--- config.mk ---
export PLATFORM = sky130hd
export DESIGN_NAME = ptw_arbiter
export DESIGN_NICKNAME = d
export VERILOG_FILES = /design/src/rtl/ptw_arbiter.sv
export SDC_FILE = /design/constraint.sdc
export NUM_CORES = 1
export LEC_CHECK = 0
export ABC_AREA = 1
export CORE_MARGIN = 10
export CORE_UTILIZATION = 29
export DETAILED_ROUTE_END_ITERATION = 7
export PLACE_DENSITY = 0.77
export SYNTH_ARGS = -nofsm -noshare
export SYNTH_HDL_FRONTEND = slang
export SYNTH_SLANG_ARGS = --single-unit
--- constraint.sdc ---
create_clock -name clk -period 1.21 [get_ports clk]
set_input_delay 0.1815 -clock clk [delete_from_list [all_inputs] [get_ports clk]]
set_output_delay 0.1815 -clock clk [all_outputs]
set_load 0.03 [all_outputs]
--- src/rtl/ptw_arbiter.sv ---
// Shares one page-table-walk memory read port between the I-side and D-side
// Sv32 MMUs, holding each grant until memory acknowledges.
module ptw_arbiter #(
  parameter bit FIXED_PRIO_D = 1'b0
) (
  input  logic        clk,
  input  logic        rst,
  input  logic        i_ptw_req,
  input  logic [31:0] i_ptw_addr,
  output logic [31:0] i_ptw_data,
  output logic        i_ptw_ack,
  input  logic        d_ptw_req,
  input  logic [31:0] d_ptw_addr,
  output logic [31:0] d_ptw_data,
  output logic        d_ptw_ack,
  output logic        mem_req,
  output logic [31:0] mem_addr,
  input  logic [31:0] mem_data,
  input  logic        mem_ack,
  output logic        busy,
  output logic        owner
);

  typedef enum logic {
    ST_IDLE = 1'b0,
    ST_BUSY = 1'b1
  } state_e;

  localparam logic SIDE_I = 1'b0;
  localparam logic SIDE_D = 1'b1;

  state_e      state_q, state_d;
  logic        owner_q, owner_d;
  logic [31:0] addr_q, addr_d;
  logic        abandoned_q, abandoned_d;
  logic        last_grant_q, last_grant_d;

  logic        win_d_s;
  logic        owner_req_s;
  logic        deliver_s;

  // Arbitration winner and the live request of the current owner.
  always_comb begin
    win_d_s     = d_ptw_req & (~i_ptw_req | (FIXED_PRIO_D == 1'b1) | (last_grant_q == SIDE_I));
    owner_req_s = (owner_q == SIDE_D) ? d_ptw_req : i_ptw_req;
  end

  // Next-state logic; an owner dropping its req marks the access abandoned
  // so the eventual memory ack is swallowed instead of forwarded.
  always_comb begin
    state_d      = state_q;
    owner_d      = owner_q;
    addr_d       = addr_q;
    abandoned_d  = abandoned_q;
    last_grant_d = last_grant_q;
    deliver_s    = 1'b0;
    case (state_q)
      ST_IDLE: begin
        if (i_ptw_req | d_ptw_req) begin
          state_d      = ST_BUSY;
          owner_d      = win_d_s;
          addr_d       = win_d_s ? d_ptw_addr : i_ptw_addr;
          abandoned_d  = 1'b0;
          last_grant_d = win_d_s;
        end else begin
          state_d = ST_IDLE;
        end
      end
      ST_BUSY: begin
        if (mem_ack) begin
          state_d   = ST_IDLE;
          deliver_s = ~abandoned_q & owner_req_s & ~rst;
        end else if (!owner_req_s) begin
          abandoned_d = 1'b1;
        end else begin
          abandoned_d = abandoned_q;
        end
      end
      default: begin
        state_d = ST_IDLE;
      end
    endcase
  end

  // State registers with synchronous reset; last_grant resets to D so the
  // first contested round-robin grant goes to I.
  always_ff @(posedge clk) begin
    if (rst) begin
      state_q      <= ST_IDLE;
      owner_q      <= SIDE_I;
      addr_q       <= 32'h0000_0000;
      abandoned_q  <= 1'b0;
      last_grant_q <= SIDE_D;
    end else begin
      state_q      <= state_d;
      owner_q      <= owner_d;
      addr_q       <= addr_d;
      abandoned_q  <= abandoned_d;
      last_grant_q <= last_grant_d;
    end
  end

  // Memory side comes only from registers; requester side is same-cycle from mem_ack.
  always_comb begin
    busy       = (state_q == ST_BUSY);
    mem_req    = busy;
    mem_addr   = busy ? addr_q : 32'h0000_0000;
    owner      = owner_q;
    i_ptw_ack  = deliver_s & (owner_q == SIDE_I);
    d_ptw_ack  = deliver_s & (owner_q == SIDE_D);
    i_ptw_data = i_ptw_ack ? mem_data : 32'h0000_0000;
    d_ptw_data = d_ptw_ack ? mem_data : 32'h0000_0000;
  end

endmodule
==> metrics.yaml <==
cells_and_area:
  post-route-util: 0.803
  nFillCells: 496
  final_common_cell: "buf_6"
  final_area_um2: 6530
  fin_cells: 780
  final_cell_mix: "buf_6, clkdlybuf4s50_1, nand2_1"
  final_layout_size_suffix_gt1_frac: 0.566
  nNetsFinal: 775
  antenna_cells: 0
  areaGrowthSynthToFinish_pct: 172
worst_setup_path:
  arrival_ns: 1.60
  crit_type: "input pin to output port"
  start_kind: "input pin"
  crit_required_ns: 1.03
  end_kind: "output port"
  crit_fanout: 7
synth:
  yosysSeqAreaShare: 0.300
  netlist.area_leader.share: 0.300
  synth_cells: 441
  synthesis.area_um2: 2400
  ys_warn_count: 0
  avgSynthCellArea_um2: 5.44
  syn-num-nets: 542
  yosys-top-cells-area: "dfxtp_1, nand2_1, inv_1, nor2_1, or2_2"
  synth_cell_types: 17
  synth_seq_cells: 36
  synth_top_area_cell: "dfxtp_1"
floorplanning:
  coreArea_um2: 8130
  fp-row-count: 33
  start_util: 0.295
  die_h_um: 111
  io_pins: 202
  fp.dieW_um: 111
  dieArea_um2: 12300
placement:
  port_buffers: 201
  hpwl_um: 8500
  gp_congestion: 0.850
  dp.cells: 745
  placed_area_um2: 4940
  pre_cts_ws_ns: -0.625
cts:
  cts.sinks: 36
  cts_tree: "yes"
  root_buffer: "clkbuf_8"
  clk_pin_slew_ns: 0.07
  htreeDepth: 2
  clock_latency_ns: 0.28
  clock_path_buffers: 2
  ctsHoldBuffers: 0
  cts_buffers: 5
sta:
  slew_violations: 0
  timing.slew.headroom: 0.821
  fmax_mhz: 562
  hold_ws_ns: 0.355
  hold_violations: 0
  postLayoutSetupSlackWorst_ns: -0.570
  period_share: 1.47
  post-route-min-period_ns: 1.78
  fin_skew_ns: 0.00656
  setup_tns_ns: -60.12
  setup_violations: 135
  rsz0062_at_grt: "yes"
  tightest_slew_ns: 0.268
global_route:
  grt_pass1_wl_um: 21300
  grt_pass1_vias: 3768
  grt_max_degree: 31
  grt-ovfl-total: 0
  antenna_found_initial: 0
  grt_usage: 0.212
power:
  vdd_drop_max_mv: 0.431
  power_density_nw_per_um2: 644
  p_leak_nw: 3.33
  total_power_mw: 4.21
min_path:
  hold_class: "input pin to register"
route:
  detail_route.iter0.violations: 151
  via_per_inst: 4.56
  drc_errors: 0
  drt-total-wl_um: 14600
  wl_per_cell_um: 18.7
  dr.pass1.iters: 4
  ant_nets: 0
  vias: 3559
job:
  maxCapViolCount: 0
outcome:
  violations: "setup timing"
  status: "finished, violations left"
Yosys cell counts:
cell type / count
a21oi_1: 3
buf_1: 1
buf_2: 13
buf_4: 1
clkbuf_1: 8
dfxtp_1: 36
inv_1: 103
inv_2: 2
nand2_1: 138
nand2_2: 1
nand3_1: 34
nand4_1: 1
nor2_1: 65
nor2_2: 1
o21ai_1: 1
o21ai_2: 1
or2_2: 32
sequential cells by signal (all words and copies together) (netlist names):
signal and flops:
addr_q 32, last_grant_q 1, owner 1, busy 1
abandoned_q 1
critical path, stage by stage:
cell and delay (ns):
clkdlybuf4s50_1 0.50, o21ai_2 0.08, nor2_2 0.16, buf_6 0.14, nand2_8 0.09, buf_16 0.18, nor2_4 0.10, buf_6 0.15
power breakdown:
group / internal [mW] / switching (mW) / total (mW)
clock: 0.464 / 0.431 / 0.896
sequential: 1.31 / 0.116 / 1.42
combinational: 0.960 / 0.931 / 1.89
total: 2.73 / 1.48 / 4.21
repair_timing:
item / 4_1_cts / 5_1_grt
cloned: 14 / 3
pin swaps: 18 / 44
resized for setup: 208 / 100
endpoints found under the setup margin: 132 / 135
buffers inserted: 13 / 5
cells by family after synthesis:
family,count (synthesis),synth area share
AND/OR/NAND/NOR,272,0.479
buffers and inverters,128,0.208
flip-flops,36,0.300
AO/OA/AOI/OAI,5,0.0120
per-layer routing:
metal  track usage  part of all wire
met1         0.222              0.36
met2         0.392              0.54
met3        0.0725             0.078
met4        0.0512             0.016
met5             0                 0
layout make-up:
type | instances | area (um^2) | share of cell area
clock buffers | 7 | 86.3 | 0.0132
clock inverters | 1 | 6.26 | 0.000958
inverters | 105 | 419 | 0.0642
multi-input cells | 277 | 2150 | 0.329
flip-flops and latches | 36 | 727 | 0.111
well taps | 105 | 131 | 0.0201
repair buffers | 249 | 3010 | 0.461
final timing paths:
| kind | startpoint | endpoint | slack (ns) | cells after the start |
|---|---|---|---|---|
| hold / removal | rst | owner$_SDFFE_PP0P_ | 0.35 | 3 |
| hold reg to reg | addr_q[10]$_SDFFE_PP0P_ | addr_q[10]$_SDFFE_PP0P_ | 0.46 | 2 |
| setup / recovery | i_ptw_req | d_ptw_data[15] | -0.57 | 8 |
| setup reg to reg | busy$_SDFF_PP0_ | addr_q[2]$_SDFFE_PP0P_ | -0.40 | 11 |
Note: power is estimated with default switching activity, not from simulation.
